### src/rtl/serial_word_comparator.sv
// Bit-serial magnitude comparator: compares two WIDTH-bit words MSB first and reports EQ/GT/LT.
// Optional macro HAMMING_DIST_EN adds DIFF_CNT, the number of differing bit pairs.
module serial_word_comparator #(
    parameter int WIDTH  = 8,
    parameter int SIGNED = 0
) (
    input  logic             CLK,
    input  logic             RST,
    input  logic             START,
    input  logic [WIDTH-1:0] A,
    input  logic [WIDTH-1:0] B,
    output logic             BUSY,
    output logic             DONE,
    output logic             EQ,
    output logic             GT,
    output logic             LT
`ifdef HAMMING_DIST_EN
    ,
    output logic [$clog2(WIDTH+1)-1:0] DIFF_CNT
`endif
);

    localparam int CW = $clog2(WIDTH);
    localparam logic [CW-1:0] TOP_BIT = CW'(WIDTH - 1);

    typedef enum logic [1:0] {
        IDLE,
        COMPARE,
        FINISH
    } state_t;

    state_t           state;
    state_t           state_next;
    logic             accept;
    logic [WIDTH-1:0] a_q;
    logic [WIDTH-1:0] b_q;
    logic [CW-1:0]    cnt;
    logic             decided;
    logic             a_greater;
    logic             done_q;
    logic             bit_differs;
    logic             sign_bit;

    assign bit_differs = a_q[cnt] ^ b_q[cnt];
    assign sign_bit    = (SIGNED != 0) && (cnt == TOP_BIT);
    assign BUSY        = (state == COMPARE);
    assign DONE        = done_q;

    always_ff @(posedge CLK) begin
        if (RST) begin
            state <= IDLE;
        end else begin
            state <= state_next;
        end
    end

    always_comb begin
        state_next = state;
        accept     = 1'b0;
        case (state)
            IDLE: begin
                if (START) begin
                    accept     = 1'b1;
                    state_next = COMPARE;
                end
            end
            COMPARE: begin
                if (cnt == '0) begin
                    state_next = FINISH;
                end
            end
            FINISH: begin
                if (START) begin
                    accept     = 1'b1;
                    state_next = COMPARE;
                end else begin
                    state_next = IDLE;
                end
            end
            default: state_next = IDLE;
        endcase
    end

    // Results are published one edge after FINISH, alongside DONE; in back-to-back
    // operation they are cleared once that DONE cycle has passed.
    always_ff @(posedge CLK) begin
        if (RST) begin
            a_q       <= '0;
            b_q       <= '0;
            cnt       <= '0;
            decided   <= 1'b0;
            a_greater <= 1'b0;
            done_q    <= 1'b0;
            EQ        <= 1'b0;
            GT        <= 1'b0;
            LT        <= 1'b0;
        end else begin
            done_q <= (state == FINISH);
            if (accept) begin
                a_q       <= A;
                b_q       <= B;
                cnt       <= TOP_BIT;
                decided   <= 1'b0;
                a_greater <= 1'b0;
            end else if (state == COMPARE) begin
                if (cnt != '0) begin
                    cnt <= cnt - 1'b1;
                end
                if (bit_differs && !decided) begin
                    decided   <= 1'b1;
                    a_greater <= a_q[cnt] ^ sign_bit;
                end
            end
            if (state == FINISH) begin
                EQ <= !decided;
                GT <= decided && a_greater;
                LT <= decided && !a_greater;
            end else if (accept || (done_q && state == COMPARE)) begin
                EQ <= 1'b0;
                GT <= 1'b0;
                LT <= 1'b0;
            end
        end
    end

`ifdef HAMMING_DIST_EN
    localparam int DW = $clog2(WIDTH + 1);

    logic [DW-1:0] diff_q;

    always_ff @(posedge CLK) begin
        if (RST) begin
            diff_q   <= '0;
            DIFF_CNT <= '0;
        end else begin
            if (accept) begin
                diff_q <= '0;
            end else if (state == COMPARE && bit_differs) begin
                diff_q <= diff_q + 1'b1;
            end
            if (state == FINISH) begin
                DIFF_CNT <= diff_q;
            end else if (accept || (done_q && state == COMPARE)) begin
                DIFF_CNT <= '0;
            end
        end
    end
`endif

endmodule

### config.mk
export PLATFORM = sky130hd
export DESIGN_NAME = serial_word_comparator
export DESIGN_NICKNAME = d
export VERILOG_FILES = /design/src/rtl/serial_word_comparator.sv
export SDC_FILE = /design/constraint.sdc
export NUM_CORES = 1
export LEC_CHECK = 0
export ABC_AREA = 1
export CORE_MARGIN = 2
export CORE_UTILIZATION = 30
export DETAILED_ROUTE_END_ITERATION = 16
export DONT_BUFFER_PORTS = 1
export GPL_TIMING_DRIVEN = 0
export PLACE_DENSITY = 0.52
export REMOVE_ABC_BUFFERS = 1
export SLEW_MARGIN = 20
export SYNTH_ARGS = -nofsm -noshare
export SYNTH_HDL_FRONTEND = slang
export SYNTH_SLANG_ARGS = --single-unit
### constraint.sdc
create_clock -name CLK -period 1.9 [get_ports CLK]
set_input_delay 0.285 -clock CLK [delete_from_list [all_inputs] [get_ports CLK]]
set_output_delay 0.285 -clock CLK [all_outputs]
set_load 0.02 [all_outputs]
After elaboration in Yosys (flattened, before gate mapping)
Index checks and enable logic that the tools add are counted.
Storage, ports and cells
  bits in registers: 27
  word-level logic and storage cells: 52
Cells by class
  $add $sub $neg: 1
  order comparisons: 1
  equality and inequality tests: 4
  muxes and demuxes: 17
  bitwise logic cells: 1
  reductions and logical operators: 18
Operators by type and width (number)
  two-way mux 1 bit: 9
  two-way mux 3 bit: 3
  binary-select mux 1 bit (select 3 bit): 2
  one-hot mux 2 bit (3 select lines): 1
  AND reduction 2 bit: 3
  nonzero test 2 bit: 3
  logical AND 1 bit: 4
  less-than comparator 3 x 4 -> 1 bit (second input constant): 1
  two-way mux 2 bit: 2
  OR reduction 2 bit: 2
  zero test 3 bit: 1
  nonzero test 3 bit: 1
  subtractor 3 x 1 -> 3 bit (second input constant): 1
  == test 2 x 1 -> 1 bit (second input constant): 1
  == test 2 bit (second input constant): 1
  zero test 1 bit: 2
  zero test 2 bit: 1
  != test 2 x 1 -> 1 bit (second input constant): 1
  != test 2 bit (second input constant): 1
  logical OR 1 bit: 1
  XOR 1 bit: 1

Depth between registers and ports, before layout
  word-level depth: 6
  mapped depth: 10
  depth with buffers taken out: 9

Least setup slack after synthesis
OpenSTA, ideal clock, no wires.
  kind: register to register
  start: reg cnt[0]
  end: reg cnt[2]
  data arrival time: 1134 ps
  data required time: 1780 ps
  setup slack: 646 ps
  cell stages (with the launch flop): 10
  buffers on the path: 1
  cells stage by stage: dfxtp_1 > buf_6 > inv_8 > ha_1 > nand2_1 > nand2_1 > inv_2 > nand2_1 > a21oi_1 > a21oi_1
Between the ends
  cells in the longest elaborated chain, start to end: 4
RTL lines
  from (decl): line 37  | logic [CW-1:0] cnt;
  from (signal assigned): line 107  | cnt <= cnt - 1'b1;
  subtractor 3 x 1 -> 3 bit: line 107
  two-way mux 3 bit: line 106  | if (cnt != '0) begin
  two-way mux 3 bit: line 105  | end else if (state == COMPARE) begin
  two-way mux 3 bit: line 99  | if (accept) begin
Parallel ways exist; a longest one is shown, timed or not. The select of a mux whose other input is x is not followed.
A chain may end at the register's enable or synchronous reset.

Final worst setup path
Ends and elaborated chain as after synthesis.

==> metrics <==
share of Yosys cell area claimed by the top area cell type=a little over two fifths; Starting Density=31.6%; I/O pin count=24; worst slew pin tran=0.541 ns; critical path's largest stage delay=0.65 ns; final setup TNS=0 ns; CTS H-tree lvls=1; worst hold path class=in -> reg; cells after synthesis=173; Die Y-Extent=between 60 and 70 um; die area=between 4000 and 5000 um^2; Post-Route WL=2470 um; vias per inst=about 4.7; Commonest cells post-synth=nand2_1 (36), dfxtp_1 (27), a21oi_1 (25); CP max FO=11; Synth-to-Final Area Change=6.00%; Initial DRC Count=25; core box area=about 4000 um^2; first-pass GRT wire length=4310 um; gr ovfl total=0; Max Root-Sink Buffers=2; share of cells above drive strength 1=a little under a fifth; I/O Buffers=0; max_slew headroom=63.8%; status=finished clean; nets=193; clock latency on the worst-skew pair=0.28 ns; initial antenna violation count=0; Die X=69.1 um; post-layout worst setup margin=0.272 ns; clk slew on worst S/H paths=0.09 ns; Yosys top cell by area=dfxtp_1; max-cap violations=0; Yosys warnings=0; DP HPWL=around 1800 um; drt drc=0; Synth area leaders=dfxtp_1 (42%), nand2_1 (11%), a21oi_1 (9.8%); # diodes=0; ys flop type=dfxtp_1; largest net degree at the start of global routing=35; final setup violating endpoints=0; Hold Vio Cnt, Final=0; RSZ-0062 raised after global routing=false; Crit-path slowest cell=dfxtp_1; GRT Overall Usage=11.2%; 1st-pass router iterations=4; EDFF count, synth=0; post_cts resized=0; sequential area share after synthesis=42.5%; CP Launch Type=register; Distinct cells, synth=23; Final ANT Viol Nets=0; most used cell, CP=nand2_1; worst path cell trace=inv_8 -> ha_1 -> nand2_1 -> nand2_1 -> inv_2 -> nand2_1 -> a21oi_1 -> a21oi_1; critical path endpoint category=register; CTS sink cnt=27; clk root buf=clkbuf_8; row count=23; Data arrival, critical path=1.80 ns; CTS tree=done; asr flop ratio synth=0%; vias in the first global route=about 1000; fmax=614 MHz; GP Congestion=about 0.8; Period minus WS final=1.63 ns; Mapped Area=1270 um^2; static leakage=0.000574 uW; Setup WS pre-CTS=0.133 ns; CP Data Required Time=2.07 ns; most frequent cell after synthesis=nand2_1; Final period util=between 80% and 90%; #FFs+latches synth=27; # hold bufs at CTS=0; final setup skew=0.00703 ns; routed len/inst=11.2 um; max-slew violations=0; Fill cells=450; peak supply drop=262 uV; Post CTS Setup Buffer Count=0; Synth Area per Inst=7.36 um^2; Pwr Density=899 nW/um^2; kind of critical path=reg -> reg; Via Count=1034; cts bufs inserted=3
==> flip-flops by register name, summed over array words and instances (netlist names) <==
| register | flops |
|---|---|
| DONE | 1 |
| EQ | 1 |
| GT | 1 |
| LT | 1 |
| a_greater | 1 |
| a_q | 8 |
| b_q | 8 |
| cnt | 3 |
| decided | 1 |
| state | 2 |
==> path summary, 6_finish.rpt <==
path / from / endpoint / slack (ns) / cells after the start
worst max-delay path: cnt[0] / cnt[2] / 0.27 / 8
worst min-delay path: RST / cnt[1] / 0.06 / 1
worst max register to register: cnt[0] / cnt[2] / 0.27 / 8
worst min register to register: a_q[4] / a_q[4] / 0.44 / 2
==> layer usage <==
layer	routed length [um]	up-vias	track usage [%]
met1	1160	450	13.3
met2	1100	24	18.2
met5	0	-	0
met4	95	0	7.63
li1	-	551	-
met3	113	9	2.19
==> cell families (layout without fill, tap and decap cells) <==
| logic type | Yosys count | count (layout) | share of synthesized area (%) |
|---|---|---|---|
| AND/OR/NAND/NOR | 67 | 67 | 24.8 |
| flip-flops | 27 | 27 | 42.5 |
| buffers and inverters | 34 | 32 | 13.1 |
| AO/OA/AOI/OAI | 43 | 43 | 17.7 |
| adder cells (fa/ha/maj) | 2 | 2 | 1.97 |
==> where the power goes <==
part	internal [uW]	total, uW	switching [uW]
clock network	147	327	179
logic	84.5	240	156
registers	610	646	36.3
==> metrics by stage <==
stage	instance area, um^2	utilization (%)	power, uW	hold slack, ns	cells
floorplan	1240	-	851	0.354	167
global placement	1300	32.3	893	0.356	217
detailed placement	1300	32.3	899	0.358	217
CTS	1350	33.4	1230	0.0564	221
global route	1350	33.5	1300	0.0419	221
finish	1350	33.5	1210	0.0629	221
==> cell usage in the layout (no fill, tap or decap), drive strengths merged <==
cell type | Yosys | layout
nor2 | 6 | 6
nand2 | 42 | 42
a211oi | 1 | 1
ha | 2 | 2
o21a | 1 | 1
nor3 | 1 | 1
dfxtp | 27 | 27
a21oi | 25 | 25
o21ai | 16 | 16
nand3 | 18 | 18
clkinv | 6 | 7
clkbuf | 1 | 3
inv | 22 | 22
==> worst max-delay path: cells and delay by family (launching register included) <==
kind,cells,cell delay (ns)
AO/OA/AOI/OAI,2,0.19
adder cells (fa/ha/maj),1,0.22
buffers and inverters,2,0.21
flip-flops,1,0.65
AND/OR/NAND/NOR,3,0.24
==> area by class of cell <==
cell class	instances	area, um^2	share of cell area, %
Clock buffer	3	41.3	3.06
Sequential cell	27	541	40.1
Inverter	28	131	9.74
Clock inverter	1	5.00	0.371
Multi-Input combinational cell	112	568	42.1
Tap cell	50	62.6	4.64
Power figures use the tool's default switching activity.
